`src/rtl/std_spram_bw_init.sv`:
```
// Parametrised single-port SRAM: byte-write mask, optional output register,
// read-valid strobe and a zero-fill init sequencer that runs after every reset.
module std_spram_bw_init #(
    parameter int MEM_ADDR_WIDTH = 6,
    parameter int MEM_DATA_WIDTH = 32,
    parameter int MEM_DEPTH      = 64,
    parameter bit OUT_REG        = 1'b0,
    parameter bit INIT_EN        = 1'b1
) (
    input  logic                        CLK,
    input  logic                        RST,
    input  logic                        CEB,
    input  logic                        WEB,
    input  logic [MEM_DATA_WIDTH/8-1:0] BWEB,
    input  logic [MEM_ADDR_WIDTH-1:0]   A,
    input  logic [MEM_DATA_WIDTH-1:0]   D,
    output logic [MEM_DATA_WIDTH-1:0]   Q,
    output logic                        QVLD,
    output logic                        INIT_BUSY
);
    localparam int NB = MEM_DATA_WIDTH / 8;
    localparam logic [MEM_ADDR_WIDTH-1:0] LAST = MEM_ADDR_WIDTH'(MEM_DEPTH - 1);
    localparam logic [MEM_ADDR_WIDTH:0] DEPTH_EXT = (MEM_ADDR_WIDTH + 1)'(MEM_DEPTH);
    localparam logic [0:0] ST_RUN   = 1'b0;
    localparam logic [0:0] ST_INIT  = 1'b1;
    localparam logic [0:0] ST_RESET = INIT_EN ? ST_INIT : ST_RUN;

    if (MEM_DATA_WIDTH % 8 != 0) begin : g_bad_width
        $error("MEM_DATA_WIDTH must be a multiple of 8");
    end
    if (MEM_DEPTH > 2 ** MEM_ADDR_WIDTH) begin : g_bad_depth
        $error("MEM_DEPTH exceeds the address space");
    end

    logic [0:0]                state;
    logic [MEM_ADDR_WIDTH-1:0] cnt;
    logic                      acc_en;
    logic                      acc_we;
    logic                      in_range;
    logic [MEM_ADDR_WIDTH-1:0] acc_addr;
    logic [MEM_DATA_WIDTH-1:0] acc_wd;
    logic [MEM_DATA_WIDTH-1:0] acc_bm;
    logic [MEM_DATA_WIDTH-1:0] arr_rd;
    logic                      rd_v;

    assign INIT_BUSY = (state == ST_INIT);

    always_ff @(posedge CLK) begin
        if (RST) begin
            state <= ST_RESET;
            cnt   <= '0;
        end else if (state == ST_INIT) begin
            cnt <= cnt + 1'b1;
            if (cnt == LAST) begin
                state <= ST_RUN;
            end
        end
    end

    // The sequencer owns the port while busy; user requests are simply ignored.
    always_comb begin
        acc_en   = 1'b0;
        acc_we   = 1'b0;
        acc_addr = A;
        acc_wd   = D;
        acc_bm   = '0;
        if (!RST && INIT_BUSY) begin
            acc_en   = 1'b1;
            acc_we   = 1'b1;
            acc_addr = cnt;
            acc_wd   = '0;
            acc_bm   = '1;
        end else if (!RST && !CEB) begin
            acc_en = 1'b1;
            acc_we = !WEB;
            for (int i = 0; i < NB; i++) begin
                acc_bm[8*i +: 8] = {8{!BWEB[i]}};
            end
        end
    end

    assign in_range = {1'b0, acc_addr} < DEPTH_EXT;

`ifdef STD_SPRAM_MACRO
    logic                      arr_clk;
    logic                      oor_q;
    logic [MEM_DATA_WIDTH-1:0] macro_q;

    std_icg u_icg (
        .clk  (CLK),
        .en   (acc_en),
        .se   (1'b0),
        .gclk (arr_clk)
    );

    std_spram_macro #(
        .AW    (MEM_ADDR_WIDTH),
        .DW    (MEM_DATA_WIDTH),
        .DEPTH (MEM_DEPTH)
    ) u_macro (
        .CLK  (arr_clk),
        .CEB  (!(acc_en && in_range)),
        .WEB  (!acc_we),
        .BWEB (~acc_bm),
        .A    (acc_addr),
        .D    (acc_wd),
        .Q    (macro_q)
    );

    always_ff @(posedge CLK) begin
        if (acc_en && !acc_we) begin
            oor_q <= !in_range;
        end
    end

    assign arr_rd = oor_q ? '0 : macro_q;
`else
    logic [MEM_DATA_WIDTH-1:0] mem [MEM_DEPTH];

    always_ff @(posedge CLK) begin
        if (acc_en && in_range) begin
            if (acc_we) begin
                mem[acc_addr] <= (mem[acc_addr] & ~acc_bm) | (acc_wd & acc_bm);
            end else begin
                arr_rd <= mem[acc_addr];
            end
        end else if (acc_en && !acc_we) begin
            arr_rd <= '0;
        end
    end
`endif

    always_ff @(posedge CLK) begin
        if (RST) begin
            rd_v <= 1'b0;
        end else begin
            rd_v <= acc_en && !acc_we;
        end
    end

    if (OUT_REG) begin : g_oreg
        logic [MEM_DATA_WIDTH-1:0] q_r;
        logic                      v_r;

        always_ff @(posedge CLK) begin
            if (RST) begin
                q_r <= '0;
                v_r <= 1'b0;
            end else begin
                v_r <= rd_v;
                if (rd_v) begin
                    q_r <= arr_rd;
                end
            end
        end

        assign Q    = q_r;
        assign QVLD = v_r;
    end else begin : g_noreg
        // Array output is only trusted in the strobe cycle; hold covers the rest.
        logic [MEM_DATA_WIDTH-1:0] hold;

        always_ff @(posedge CLK) begin
            if (RST) begin
                hold <= '0;
            end else if (rd_v) begin
                hold <= arr_rd;
            end
        end

        assign Q    = rd_v ? arr_rd : hold;
        assign QVLD = rd_v;
    end

endmodule

```
`config.mk`:
```
export PLATFORM = sky130hd
export DESIGN_NAME = std_spram_bw_init
export DESIGN_NICKNAME = d
export VERILOG_FILES = /design/src/rtl/std_spram_bw_init.sv
export SDC_FILE = /design/constraint.sdc
export NUM_CORES = 2
export LEC_CHECK = 0
export BUFFER_PORTS_ARGS = -buffer_cell sky130_fd_sc_hd__buf_2
export CAP_MARGIN = 20
export CORE_MARGIN = 3
export CORE_UTILIZATION = 40
export CTS_CLUSTER_DIAMETER = 200
export CTS_CLUSTER_SIZE = 24
export DETAILED_ROUTE_END_ITERATION = 10
export GPL_TIMING_DRIVEN = 1
export PLACE_DENSITY = 0.69
export SYNTH_ARGS = -nofsm -noshare
export SYNTH_HDL_FRONTEND = slang
export SYNTH_SLANG_ARGS = --single-unit
```
`constraint.sdc`:
```
create_clock -name CLK -period 5.6 [get_ports CLK]
set_clock_uncertainty 0.1 [all_clocks]
set_input_delay 0 -clock CLK [delete_from_list [all_inputs] [get_ports CLK]]
set_output_delay 0 -clock CLK [all_outputs]
set_load 0.01 [all_outputs]
```
==> results.md <==
* Outcome: finished with violations
* Failing checks: negative hold slack
* Worst setup SP type: flop
* Number of DRC markers in iteration 0 at roughly 9,500
* Syn. warnings at 0
* Commonest cells after routing, fill and taps aside: edfxtp_1, a221oi_1, buf_4, a22oi_1, a222oi_1
* Syn nets at 4,553
* Starting Density at 40.5%
* Asr flop ratio synth at 0%
* GP Congestion at 0.897
* Area grow syn2layout at 11.8%
* Worst-Margin Slew at between 1 and 1.5 ns
* Total of max-cap violations at 0
* Switch Pwr at roughly 7000 uW
* Number of antenna violations at the first check in global routing at 13
* Power Internal at 22,000 uW
* CP Cell Sequence: nand2b_2, mux2_8, buf_4, a22oi_1, o221ai_1, a22oi_1, o2111ai_1, nor3_1, buf_4, a21oi_4, dlygate4sd3_1
* Number of global-route vias before repair at approximately 46,000
* VDD IR max at 293 uV
* Core Box Area at about 200,000 um2
* CTS Buf Count at 98
* Total Wirelength at 258,000 um
* Non-Filler Instances at 7,347
* Critical path fanouts, max at 54
* Layout Nets at roughly 4,700
* Post-synth EDFFs at around 2,100
* Switching Fraction at about 25%
* Signal arrival time at the worst endpoint at 5.78 ns
* Reg2Reg Depth at 11
* Sequential Power Share at 61.3%
* Critical Path RT at 5.97 ns
* DR vias/cell at 6.72
* HP Class: in -> reg
* Die Ht at 451 um
* Commonest non-fill, non-tap cell in the layout: edfxtp_1
* DR vias at 49,300
* Tot Pwr at around 29,000 uW
* Unique masters post-synth at 67
* Relative slew slack at ~28%
* Total Routing Usage GR at 24.6%
* RSZ-0062 raised after global routing: false
* HPWL Detailed at approximately 150,000 um
* Clock transition at path regs at around 0.10 ns
* Reg2Reg Setup Slack at 0.18 ns
* Leakage at 0.0272 uW
* Final core utilization at 45.2%
* Io pins at 80
* Tmin final at 5.42 ns
* Highest Clock Rate at 185 MHz
* Crit Path Class: reg -> reg
* Die W at roughly 450 um
* Setup TNS Final at 0 ns
* Grt ovf at 0
* Flops & latches, synth at 2,120
* Hold WS at -0.0234 ns
* Hold_sp: D[25]
* Post-CTS Setup Bufs at 0
* Setup violators final at 0
* Combinational fraction of design power at 11.1%
* Global-route wire length before repair at 361,000 um
* Clk Latency, worst-skew pair at approximately 0.79 ns
* Number of cell rows at 162
* DR WL/cell at 35.2 um
* Die footprint at 204,000 um2
* CTS tree: built
* Synthesized area at 79,300 um2
* Largest net degree at the start of global routing at 90
* CTS H-tree lvls at 3
* CP max-delay cell: dlygate4sd3_1
* Slew Viols, Final at 0
* Syn Inst Count at 4,506
* CP endpoint kind: flop
* Placed insts at between 7,000 and 8,000
* Worst Path Buf+Inv at 3
* Hold Violations, Final at 27
* Hold Path Depth at 3
* First-pass DRT Iterations at 9
* Fraction of layout cells with a size suffix above 1 at 14.5%
* Hold Path End: mem[3][25]
* Family with the most delay on the worst path: buffers and inverters
* Period utilization at 96.7%
* Worst R2R End: mem[63][5]
* Clock Power Share at 27.7%
* Root cell of the clock tree: clkbuf_16
* Power per cell area at about 330 nW/um2
* Synthesized area per cell at around 18 um2
* Predominant post-synthesis flop cell: edfxtp_1
* Post-synthesis sequential area ratio at 79.7%
* Number of remaining DRC errors at 0
* Delay of the slowest cell on the worst path at 1.06 ns
* Port Buffers at 79
* Worst r2r src: INIT_BUSY
* Antenna viol nets, final at 0
* CTS Buffer Depth at 3
* Num Clock Sinks at 2,120
## synthesized netlist by cell type (all sizes together) (5+ instances only)
master,instances,area (um2)
o31ai,19,148
mux2,46,526
dfxtp,40,801
nand2b,5,31.3
nor2,209,785
nor2b,35,219
clkbuf,147,552
a2111oi,9,91.3
edfxtp,2080,62500
o211ai,30,225
and3,7,43.8
a221oi,360,3150
o21ai,110,551
nor3,33,165
nor3b,8,60.1
or2,15,93.8
buf,201,970
o2bb2ai,7,61.3
a22oi,215,1610
o32a,5,50.1
nand4,12,75.1
a211oi,7,52.6
o32ai,15,131
nand3,37,185
a222oi,169,1690
a32oi,12,105
o2111ai,22,193
a221o,8,80.1
nand2,152,571
o211a,8,80.1
a22o,60,526
o22ai,129,807
a21oi,91,459
o221ai,10,87.6
a31o,10,87.6
a31oi,38,238
mux2i,104,1040
## what timing repair did
item                                    4_1_cts  5_1_grt
hold buffers                                 24        5
resized for setup                             0        1
endpoints found under the setup margin        0       16
hold endpoints to repair                    762       97
## sequential cells by signal, indices dropped and copies added, names as in the netlist
register / flops
arr_rd: 32
mem: 2048
INIT_BUSY: 1
QVLD: 1
cnt: 6
g_noreg.hold: 32
## stage by stage
| stage | area, um2 | setup WS (ns) | hold slack [ns] |
|---|---|---|---|
| after floorplan | 79300 | 0.0746 | 0.0722 |
| after global placement | 85500 | 0.715 | 0.207 |
| final | 88700 | 0.184 | -0.0234 |
| after global routing | 88700 | 0.171 | 0.0278 |
| after CTS | 88500 | 0.289 | 0.00951 |
| after detailed placement | 85500 | 0.608 | 0.234 |
## cell type report
cell class / count / area (um2)
antenna: 7 / 17.5
clock buffer: 140 / 2610
timing repair buffer: 410 / 3940
inverter: 4 / 15.0
tap: 2624 / 3280
clock inverter: 8 / 140
multi-input combinational: 2034 / 15400
sequential: 2120 / 63300
fill: 16400 / 107000
## worst reg2reg max path, delay by kind of cell (launching register included)
family                 cells  cell delay, ns
AO/OA/AOI/OAI              5            1.45
buffers and inverters      3            1.70
flip-flops                 1            0.52
multiplexers               1            0.78
AND/OR/NAND/NOR            2            0.53
## per-layer routing
| layer | GRT usage [%] | vias up | share of wire (%) |
|---|---|---|---|
| li1 | - | 19300 | - |
| met1 | 33.7 | 24800 | 35 |
| met2 | 36.7 | 4460 | 44 |
| met3 | 6.47 | 737 | 15 |
| met4 | 11.8 | 10 | 5.7 |
| met5 | 0.466 | - | 0.075 |
## power groups by stage
| stage | clock network (uW) | logic, uW | registers (uW) |
|---|---|---|---|
| after floorplan | 0 | 1590 | 18300 |
| after global placement | 0 | 3000 | 18300 |
| after detailed placement | 0 | 3060 | 18300 |
| after CTS | 8100 | 3080 | 17900 |
| after global routing | 8650 | 3330 | 17900 |
| final | 8080 | 3230 | 17900 |
## worst max-delay path by stage
stage	slack, ns	to	depth (start not counted)	from
2_1_floorplan	0.07	mem[0][21]	10	INIT_BUSY
3_3_place_gp	0.71	mem[10][26]	12	RST
3_5_place_dp	0.61	mem[15][26]	12	RST
4_1_cts	0.29	mem[63][5]	11	INIT_BUSY
5_1_grt	0.17	mem[60][5]	11	INIT_BUSY
6_report	0.18	mem[63][5]	11	INIT_BUSY
## logic make-up (layout without fill, tap and decap cells)
logic type / count (synthesis) / after routing / share of synthesized area, %
xor gates and xnor gates: 4 / 4 / 0.0442
buffers and inverters: 352 / 562 / 1.94
other: 0 / 7 / 0
muxes: 150 / 150 / 1.98
adders and majority gates: 1 / 1 / 0.0158
and+or+nand+nor: 533 / 533 / 3.02
DFF: 2120 / 2120 / 79.7
AOI/OAI and AO/OA: 1346 / 1346 / 13.3
Power figures use the tool's default switching activity.
